File: src/rtl/sid_sched_pkg.sv
// Shared types and constants for the SID lookup/filter sequencer.
//   sched_state_e : sequencer FSM states
//   FILT_PHASES   : filter engine phases per chip
//   LUT_W / RES_W : table address and table result widths
package sid_sched_pkg;

  typedef enum logic [2:0] {
    S_IDLE   = 3'd0,
    S_ISSUE  = 3'd1,
    S_DRAIN  = 3'd2,
    S_FILTER = 3'd3,
    S_DONE   = 3'd4
  } sched_state_e;

  localparam int FILT_PHASES = 8;
  localparam int LUT_W       = 12;
  localparam int RES_W       = 32;

endpackage

File: src/rtl/sid_lut_capture.sv
// Capture side of the shared waveform-table port. A LUT_LAT-deep delay line
// carries {valid, voice} alongside the table pipeline; when the tail entry is
// valid the table result is written into that voice's register.
//   clk, rst_n : clock, async active-low reset
//   flush      : drop everything in flight (sequence abort)
//   req_i      : lookup issued this clock
//   voice_i    : voice index of the lookup issued this clock
//   lut_data   : table result, aligned with the delay-line tail
//   wav_out    : per-voice captured results
module sid_lut_capture
  import sid_sched_pkg::*;
#(
  parameter int VOICES  = 6,
  parameter int VW      = 3,
  parameter int LUT_LAT = 2
) (
  input  logic                          clk,
  input  logic                          rst_n,
  input  logic                          flush,
  input  logic                          req_i,
  input  logic [VW-1:0]                 voice_i,
  input  logic [RES_W-1:0]              lut_data,
  output logic [VOICES-1:0][RES_W-1:0]  wav_out
);

  // stage i holds a lookup issued i+1 clocks ago; stage LUT_LAT-1 is the tail
  logic [LUT_LAT-1:0]         vld_pipe_q, vld_pipe_d;
  logic [LUT_LAT-1:0][VW-1:0] vid_pipe_q, vid_pipe_d;
  logic [VOICES-1:0][RES_W-1:0] wav_q, wav_d;
  logic tail_vld;

  // an abort also suppresses the write landing on the same edge
  assign tail_vld = vld_pipe_q[LUT_LAT-1] && !flush;

  always_comb begin
    vld_pipe_d    = '0;
    vid_pipe_d    = vid_pipe_q;
    vid_pipe_d[0] = voice_i;
    if (!flush) begin
      vld_pipe_d[0] = req_i;
      for (int i = 1; i < LUT_LAT; i++) begin
        vld_pipe_d[i] = vld_pipe_q[i-1];
        vid_pipe_d[i] = vid_pipe_q[i-1];
      end
    end
    wav_d = wav_q;
    for (int v = 0; v < VOICES; v++) begin
      if (tail_vld && vid_pipe_q[LUT_LAT-1] == VW'(v)) wav_d[v] = lut_data;
    end
  end

  always_ff @(posedge clk or negedge rst_n) begin
    if (!rst_n) begin
      vld_pipe_q <= '0;
      vid_pipe_q <= '0;
      wav_q      <= '0;
    end else begin
      vld_pipe_q <= vld_pipe_d;
      vid_pipe_q <= vid_pipe_d;
      wav_q      <= wav_d;
    end
  end

  assign wav_out = wav_q;

endmodule

File: src/rtl/sid_lut_sched.sv
// Per-SID-cycle sequencer for the shared waveform-table port and filter
// engine. On ce_1m it snapshots all voice accumulator taps, issues one table
// lookup per voice on back-to-back clocks, waits for the table pipeline to
// drain, then walks the filter through 8 phases per chip, strobing each
// chip's audio capture on its last phase.
//   clk, reset_n        : clock, async active-low reset
//   ce_1m               : 1 MHz SID cycle enable
//   acc_t_in            : accumulator taps, voice v at [12v+:12]
//   lut_req/addr/voice  : table lookup issue
//   lut_data            : table result, LUT_LAT clocks after lut_req
//   wav_out             : captured per-voice table results
//   filt_chip/state/run : filter ownership and phase
//   audio_stb           : per-chip audio capture strobe
//   busy, done          : sequence in progress / completion pulse
//   overrun,clr_overrun : sticky ce_1m-while-busy flag and its clear
module sid_lut_sched
  import sid_sched_pkg::*;
#(
  parameter int CHIPS   = 2,
  parameter int VOICES  = 3*CHIPS,
  parameter int LUT_LAT = 2,
  parameter int VW      = $clog2(VOICES)
) (
  input  logic                     clk,
  input  logic                     reset_n,
  input  logic                     ce_1m,
  input  logic [LUT_W*VOICES-1:0]  acc_t_in,
  output logic                     lut_req,
  output logic [LUT_W-1:0]         lut_addr,
  output logic [VW-1:0]            lut_voice,
  input  logic [RES_W-1:0]         lut_data,
  output logic [RES_W*VOICES-1:0]  wav_out,
  output logic                     filt_chip,
  output logic [2:0]               filt_state,
  output logic                     filt_run,
  output logic [CHIPS-1:0]         audio_stb,
  output logic                     busy,
  output logic                     done,
  output logic                     overrun,
  input  logic                     clr_overrun
);

  localparam int DW = $clog2(LUT_LAT+1);
  localparam logic [VW-1:0] LAST_V  = VW'(VOICES-1);
  localparam logic          LAST_C  = 1'(CHIPS-1);
  localparam logic [2:0]    LAST_PH = 3'(FILT_PHASES-1);

  sched_state_e state_q, state_d;
  logic [VOICES-1:0][LUT_W-1:0] snap_q, snap_d;
  logic [VW-1:0]    cnt_q, cnt_d;
  logic [DW-1:0]    dcnt_q, dcnt_d;
  logic             chip_q, chip_d;
  logic [2:0]       phase_q, phase_d;
  logic             lut_req_q, lut_req_d;
  logic [LUT_W-1:0] lut_addr_q, lut_addr_d;
  logic [VW-1:0]    lut_voice_q, lut_voice_d;
  logic             filt_run_q, filt_run_d;
  logic [CHIPS-1:0] audio_stb_q, audio_stb_d;
  logic             busy_q, busy_d;
  logic             done_q, done_d;
  logic             overrun_q, overrun_d;
  logic             abort;
  logic [VOICES-1:0][RES_W-1:0] wav_q;

  // ce_1m in any non-idle state (DONE included) restarts the sequence
  assign abort = ce_1m && (state_q != S_IDLE);

  always_comb begin
    state_d   = state_q;
    snap_d    = snap_q;
    cnt_d     = cnt_q;
    dcnt_d    = dcnt_q;
    chip_d    = chip_q;
    phase_d   = phase_q;
    overrun_d = overrun_q;
    if (clr_overrun) overrun_d = 1'b0;
    if (ce_1m) begin
      if (abort) overrun_d = 1'b1;
      state_d = S_ISSUE;
      snap_d  = acc_t_in;
      cnt_d   = '0;
    end else begin
      unique case (state_q)
        S_IDLE:  state_d = S_IDLE;
        S_ISSUE: begin
          if (cnt_q == LAST_V) begin
            state_d = S_DRAIN;
            dcnt_d  = '0;
          end else begin
            cnt_d = cnt_q + 1'b1;
          end
        end
        // LUT_LAT drain clocks cover the last lookup's round trip
        S_DRAIN: begin
          if (dcnt_q == DW'(LUT_LAT-1)) begin
            state_d = S_FILTER;
            chip_d  = 1'b0;
            phase_d = '0;
          end else begin
            dcnt_d = dcnt_q + 1'b1;
          end
        end
        S_FILTER: begin
          if (phase_q == LAST_PH) begin
            if (chip_q == LAST_C) begin
              state_d = S_DONE;
            end else begin
              chip_d  = chip_q + 1'b1;
              phase_d = '0;
            end
          end else begin
            phase_d = phase_q + 1'b1;
          end
        end
        S_DONE:  state_d = S_IDLE;
        default: state_d = S_IDLE;
      endcase
    end

    // outputs are registered, decoded from the state being entered
    lut_req_d   = (state_d == S_ISSUE);
    lut_addr_d  = lut_req_d ? snap_d[cnt_d] : '0;
    lut_voice_d = lut_req_d ? cnt_d : '0;
    filt_run_d  = (state_d == S_FILTER);
    audio_stb_d = '0;
    for (int c = 0; c < CHIPS; c++) begin
      audio_stb_d[c] = filt_run_d && (phase_d == LAST_PH) && (chip_d == 1'(c));
    end
    busy_d = (state_d != S_IDLE);
    done_d = (state_d == S_DONE);
  end

  always_ff @(posedge clk or negedge reset_n) begin
    if (!reset_n) begin
      state_q     <= S_IDLE;
      snap_q      <= '0;
      cnt_q       <= '0;
      dcnt_q      <= '0;
      chip_q      <= 1'b0;
      phase_q     <= '0;
      lut_req_q   <= 1'b0;
      lut_addr_q  <= '0;
      lut_voice_q <= '0;
      filt_run_q  <= 1'b0;
      audio_stb_q <= '0;
      busy_q      <= 1'b0;
      done_q      <= 1'b0;
      overrun_q   <= 1'b0;
    end else begin
      state_q     <= state_d;
      snap_q      <= snap_d;
      cnt_q       <= cnt_d;
      dcnt_q      <= dcnt_d;
      chip_q      <= chip_d;
      phase_q     <= phase_d;
      lut_req_q   <= lut_req_d;
      lut_addr_q  <= lut_addr_d;
      lut_voice_q <= lut_voice_d;
      filt_run_q  <= filt_run_d;
      audio_stb_q <= audio_stb_d;
      busy_q      <= busy_d;
      done_q      <= done_d;
      overrun_q   <= overrun_d;
    end
  end

  sid_lut_capture #(
    .VOICES  (VOICES),
    .VW      (VW),
    .LUT_LAT (LUT_LAT)
  ) u_cap (
    .clk      (clk),
    .rst_n    (reset_n),
    .flush    (abort),
    .req_i    (lut_req_q),
    .voice_i  (lut_voice_q),
    .lut_data (lut_data),
    .wav_out  (wav_q)
  );

  assign lut_req    = lut_req_q;
  assign lut_addr   = lut_addr_q;
  assign lut_voice  = lut_voice_q;
  assign wav_out    = wav_q;
  assign filt_chip  = chip_q;
  assign filt_state = phase_q;
  assign filt_run   = filt_run_q;
  assign audio_stb  = audio_stb_q;
  assign busy       = busy_q;
  assign done       = done_q;
  assign overrun    = overrun_q;

endmodule

File: config.mk
export PLATFORM = sky130hd
export DESIGN_NAME = sid_lut_sched
export DESIGN_NICKNAME = d
export VERILOG_FILES = /design/src/rtl/sid_sched_pkg.sv /design/src/rtl/sid_lut_capture.sv /design/src/rtl/sid_lut_sched.sv
export SDC_FILE = /design/constraint.sdc
export NUM_CORES = 1
export LEC_CHECK = 0
export ABC_AREA = 1
export CAP_MARGIN = 20
export CORE_MARGIN = 4
export CORE_UTILIZATION = 35
export CTS_CLUSTER_SIZE = 40
export DETAILED_ROUTE_END_ITERATION = 12
export PLACE_DENSITY = 0.73
export SLEW_MARGIN = 0
export SYNTH_ARGS = -nofsm -noshare
export SYNTH_HDL_FRONTEND = slang
export SYNTH_SLANG_ARGS = --single-unit
File: constraint.sdc
create_clock -name clk -period 5 [get_ports clk]
set_input_delay 1 -clock clk [delete_from_list [all_inputs] [get_ports clk]]
set_output_delay 1 -clock clk [all_outputs]
set_load 0.005 [all_outputs]
# After elaboration in Yosys (flattened, before gate mapping)
# Cells that the tools add are included.
# Widths: inputs -> output; s select.
dict set report totals {
  register_bits 306
  in_bits 108
  output_inout_bits 218
  wordCells 100
}
dict set report op_classes {
  addsub 4
  magnitude_cmp 1
  eq_ne 17
  mux 31
  n_bitwise 2
  reduce_logical 17
}
# operator count
set op_table {}
lappend op_table {{$mux 72} 1}
lappend op_table {{$mux 3} 13}
lappend op_table {{$bmux 12 s3} 1}
lappend op_table {{$mux 12} 2}
lappend op_table {{$eq 3x3->1 const B} 6}
lappend op_table {{$eq 3x2->1 const B} 5}
lappend op_table {{$logic_and 1x1->1} 11}
lappend op_table {{$eq 3x1->1 const B} 3}
lappend op_table {{$pmux 3 s3} 1}
lappend op_table {{$mux 1} 7}
lappend op_table {{$add 3x1->3 const B} 2}
lappend op_table {{$mux 2} 3}
lappend op_table {{$pmux 3 s2} 1}
lappend op_table {{$reduce_bool 3->1} 2}
lappend op_table {{$lt 3x4->1 const B} 1}
lappend op_table {{$ne 2x2->1 const B} 2}
lappend op_table {{$pmux 2 s2} 1}
lappend op_table {{$reduce_and 4->1} 1}
lappend op_table {{$logic_not 3->1} 1}
lappend op_table {{$add 2x1->2 const B} 1}
lappend op_table {{$eq 2x1->1 const B} 1}
lappend op_table {{$not 1->1} 2}
lappend op_table {{$pmux 1 s2} 1}
lappend op_table {{$reduce_bool 2->1} 1}
lappend op_table {{2 further kinds} 2}

# Longest topological paths before layout
dict set report logic_depth {
  depth_word 7
  ltp_mapped 13
}

# By module
# Synthesis repeated with hierarchy kept, for this count alone.
dict set report unflattened {
  cells_unflattened 1494
  hier_area_um2 12722.2
}
# module n_inst cells_per_inst area_each_um2 seq_area_each_um2
set by_module_without_submodules {}
lappend by_module_without_submodules {sid_lut_capture 1 860 7681.1 5004.8}
lappend by_module_without_submodules {sid_lut_sched 1 634 5041.1 2652.5}

# Worst setup path after synthesis
# Ideal clock, no wire load.
dict set report synth_timing {
  path_type {in2reg}
  from {input port ce_1m}
  to {register u_cap.wav_q (netlist bit u_cap.wav_out[14])}
  setup_time_ns 0.124
  t_arrival_ns 1.871
  path_slack_ns 3.005
  cell_stages 7
  path_buffers 1
  cell_sequence {inv_2 a31oi_4 nor2_8 nand4_4 buf_2 nand2_1 o21ai_1}
}
dict set report synth_between {
  elab_chain_cells 4
}
# element line
set synth_rtl {}
lappend synth_rtl {{start: declaration} sid_lut_sched.sv:26} ;# input logic ce_1m,
lappend synth_rtl {{$logic_and 1x1->1} sid_lut_sched.sv:66} ;# assign abort = ce_1m && (state_q != S_IDLE);
lappend synth_rtl {{$logic_not 1->1} -}
lappend synth_rtl {{$logic_and 1x1->1} sid_lut_capture.sv:33} ;# assign tail_vld = vld_pipe_q[LUT_LAT-1] && !flush;
lappend synth_rtl {{$logic_and 1x1->1} sid_lut_capture.sv:48} ;# if (tail_vld && vid_pipe_q[LUT_LAT-1] == VW'(v)) wav_d[v] = lut_data;
lappend synth_rtl {{end signal: assignment} sid_lut_capture.sv:60} ;# wav_q <= wav_d;
lappend synth_rtl {{end: declaration} sid_lut_capture.sv:29} ;# logic [VOICES-1:0][RES_W-1:0] wav_q, wav_d;
# Every way passes these cells.
# A chain may end at the register's enable or synchronous reset.

# Final worst setup path
dict set report layout_timing {
  from {register cnt_q[1]}
  to {register lut_addr_q[0], in the netlist lut_addr[0]}
}
dict set report layout_between {
  elab_chain_cells 7
  elab_cells_between_ends 12
}
# element line
set layout_rtl {}
lappend layout_rtl {{start: declaration} sid_lut_sched.sv:50} ;# logic [VW-1:0] cnt_q, cnt_d;
lappend layout_rtl {{start signal: assignment} sid_lut_sched.sv:152} ;# cnt_q <= cnt_d;
lappend layout_rtl {{$add 3x1->3 or $eq 3x3->1 (tied branches)} {sid_lut_sched.sv:90, sid_lut_sched.sv:86}}
lappend layout_rtl {{$mux 3} sid_lut_sched.sv:86} ;# if (cnt_q == LAST_V) begin
lappend layout_rtl {{$mux 3} sid_lut_sched.sv:83} ;# unique case (state_q)
lappend layout_rtl {{$mux 3} sid_lut_sched.sv:77} ;# if (ce_1m) begin
lappend layout_rtl {{$bmux 12 s3} sid_lut_sched.sv:122} ;# lut_addr_d = lut_req_d ? snap_d[cnt_d] : '0;
lappend layout_rtl {{$mux 12 (implied by the code)} sid_lut_sched.sv:122}
lappend layout_rtl {{$mux 12 (*)} sid_lut_sched.sv:122}
lappend layout_rtl {{net lut_addr_d[0]} sid_lut_sched.sv:55} ;# logic [LUT_W-1:0] lut_addr_q, lut_addr_d;
lappend layout_rtl {{end signal: assignment} sid_lut_sched.sv:157} ;# lut_addr_q <= lut_addr_d;
lappend layout_rtl {{end: declaration} sid_lut_sched.sv:55}
# Mark *: on every way through the listed nets, which the timed path passes. The rest lies on a longest branch. The select of a mux whose other input is x is not followed.

==> flow_metrics.py <==
metrics = {
    "outcome": {
        "status": "complete, no violations",
    },
    "worst_setup_path": {
        "crit_arrival_ps": 3000,
        "critPathMaxFanout": 37,
        "worstPathRequired_ps": 5450,
        "critPathLaunchType": "flip-flop",
        "end_kind": "flip-flop",
        "path_class": "flip-flop to flip-flop",
    },
    "logic_synthesis": {
        "synth_enable_flop_cells": 0,
        "synthFlopType": "dfrtp_1",
        "syn_avg_cell_area_um2": 9.35,
        "ys_warn_count": 0,
        "synth_seq_cells": 306,
        "synth_area_um2": 12100,
        "postSynth.asyncResetShare_pct": 100,
        "netlist-cell-type-count": 31,
        "yosysSeqAreaShare_pct": 63.1,
        "synth_cells": 1298,
        "synth_nets": 1412,
    },
    "power_and_ir_drop": {
        "p_per_area_nw_per_um2": 584,
        "p_total_w": 0.00982,
        "ir_drop_mv": 0.315,
        "p_leak_nw": 7.99,
    },
    "hold_path": {
        "hp-class": "flip-flop to flip-flop",
    },
    "route": {
        "via_count": 10200,
        "drt_wl_total_um": 35700,
        "drt_iter0_drc": 836,
        "wl_per_cell_um": 17.2,
        "drt-pass1-iter-count": 6,
        "vias_per_cell": 4.94,
        "ant_nets": 0,
        "drc_errors": 0,
    },
    "floorplan": {
        "coreArea_um2": 33900,
        "ios": 326,
        "rows": 67,
        "initial_core_util_pct": 35.8,
        "die_w_um": 194,
        "die_area_um2": 37700,
        "die_h_um": 194,
    },
    "sta": {
        "tightest_slew_ps": 942,
        "tns_ps": 0,
        "period_needed_ps": 2560,
        "final-hold-violation-count": 0,
        "rsz0062_at_grt": "no",
        "worst_slack_ps": 2440,
        "drv_slew": 0,
        "finalCritPeriodShare_pct": 51.2,
        "skew_ps": 15.6,
        "fmax_mhz": 391,
        "setup-violations-final": 0,
        "relSlewSlack_pct": 37.2,
    },
    "cts": {
        "cts_setup_buffers": 0,
        "ctsResizeCount": 0,
        "ctsHoldBuffers": 0,
        "cts_buffers": 34,
        "cts.sinks": 306,
        "clock_path_buffers": 3,
        "htreeDepth": 2,
        "clkTransAtPathRegs_ps": 60,
        "tritoncts": "built",
        "clockRootBuffer": "clkbuf_16",
        "worstSkewPairLatency_ps": 500,
    },
    "placed_design": {
        "dp_slack_ps": 1960,
        "io_buffers": 325,
        "dp_hpwl_um": 24800,
        "gp_congestion": 0.832,
    },
    "grt": {
        "grt_pass1_wl_um": 57200,
        "grt_use_total_pct": 18.5,
        "grt_max_degree": 114,
        "overflow": 0,
        "grt_pass1_vias": 10000,
        "grt_antenna_before_repair": 0,
    },
    "cells_and_area": {
        "drive_gt1_share_pct": 5.36,
        "antenna_cells": 0,
        "nets": 1714,
        "area_growth_pct": 38.6,
    },
    "flow_run": {
        "cap_violations": 0,
    },
}
==> synth_stat cells, types with 6 or more instances <==
cell | instances | share of area, %
o21ai_1 | 192 | 7.9
ha_1 | 6 | 0.62
nand4_4 | 6 | 1.1
nand4_1 | 25 | 1.3
nor2_1 | 13 | 0.40
nand3_1 | 71 | 2.9
dfrtp_1 | 306 | 63
nand2_1 | 515 | 16
inv_1 | 65 | 2.0
clkbuf_1 | 6 | 0.19
o21ai_0 | 8 | 0.33
buf_2 | 52 | 2.1
inv_2 | 6 | 0.19
==> worst max-delay path, cell delays in order, from the launching register on <==
cell and delay (ps):
dfrtp_1 380, inv_1 100, ha_1 240, nand2_2 110, nand2_1 70, nand2_1 80, nand2_4 270, nand3_4 480
inv_4 360, nand2_1 130, nand2_1 90, nand3_1 60, nand2_1 90
==> logic make-up (layout without fill, tap and decap cells) <==
| group | after synthesis | after routing | share of synthesized area [%] |
|---|---|---|---|
| and+or+nand+nor | 639 | 639 | 22.4 |
| DFF | 306 | 306 | 63.1 |
| AOI/OAI and AO/OA | 205 | 205 | 8.66 |
| buffers and inverters | 141 | 467 | 5.13 |
| adders and majority gates | 6 | 6 | 0.618 |
| xor gates and xnor gates | 1 | 1 | 0.0722 |
==> area by class of cell <==
type,instances,area (um^2)
clock buffers,48,983
clock inverters,12,138
fillers,3084,17000
inverters,73,277
multi-input cells,851,3860
flip-flops and latches,306,7660
well taps,448,561
repair buffers,334,3350
==> final timing paths <==
check / slack, ps / cells after the start / startpoint / to
max: 2440 / 12 / cnt_q[1] / lut_addr[0]
min: 380 / 0 / lut_voice[0] / u_cap.vid_pipe_q[0]
max reg2reg: 2440 / 12 / cnt_q[1] / lut_addr[0]
min reg2reg: 380 / 0 / lut_voice[0] / u_cap.vid_pipe_q[0]
max in group asynchronous: 3380 / 2 / reset_n / snap_q[55]
min in group asynchronous: 500 / 1 / reset_n / u_cap.wav_out[4]
==> stage by stage <==
step           utilization [%]  instance area [um^2]  hold WS [ps]  instances
2_1_floorplan                -                 12100           376       1298
3_3_place_gp              46.4                 15700           362       2012
3_5_place_dp              46.4                 15700           371       2012
4_1_cts                   49.7                 16800           378       2072
5_1_grt                   49.7                 16800           383       2072
6_report                  49.7                 16800           377       2072
==> registers in the layout, summed over array words and instances, names as in the netlist <==
register          cells
dcnt_q                2
filt_chip             1
filt_run              1
u_cap.vld_pipe_q      2
overrun               1
audio_stb             2
done                  1
busy                  1
snap_q               72
u_cap.vid_pipe_q      6
u_cap.wav_out       192
cnt_q                 3
lut_req               1
lut_voice             3
state_q               3
lut_addr             12
filt_state            3
==> power breakdown <==
group / switching (W) / internal (W)
Combinational: 0.00165 / 0.00187
Clock: 0.000990 / 0.00148
Sequential: 0.000513 / 0.00332
Total: 0.00315 / 0.00667
==> layout by cell type, fill, tap and decap left out, types with 13 or more instances in the layout <==
cell	instances
clkbuf_16	34
clkdlybuf4s50_1	323
dfrtp_1	306
inv_1	65
nand2_1	515
nand3_1	71
nand4_1	25
nor2_1	13
o21ai_1	192
==> layer usage <==
layer	track usage [%]	wire, um	vias to the layer above
met5	0	0	-
met4	5.03	1010	0
met3	4.27	3260	65
met2	29.4	16500	508
met1	25.6	14900	4851
li1	-	-	4806
No activity file was read; power rests on OpenSTA's default activity.
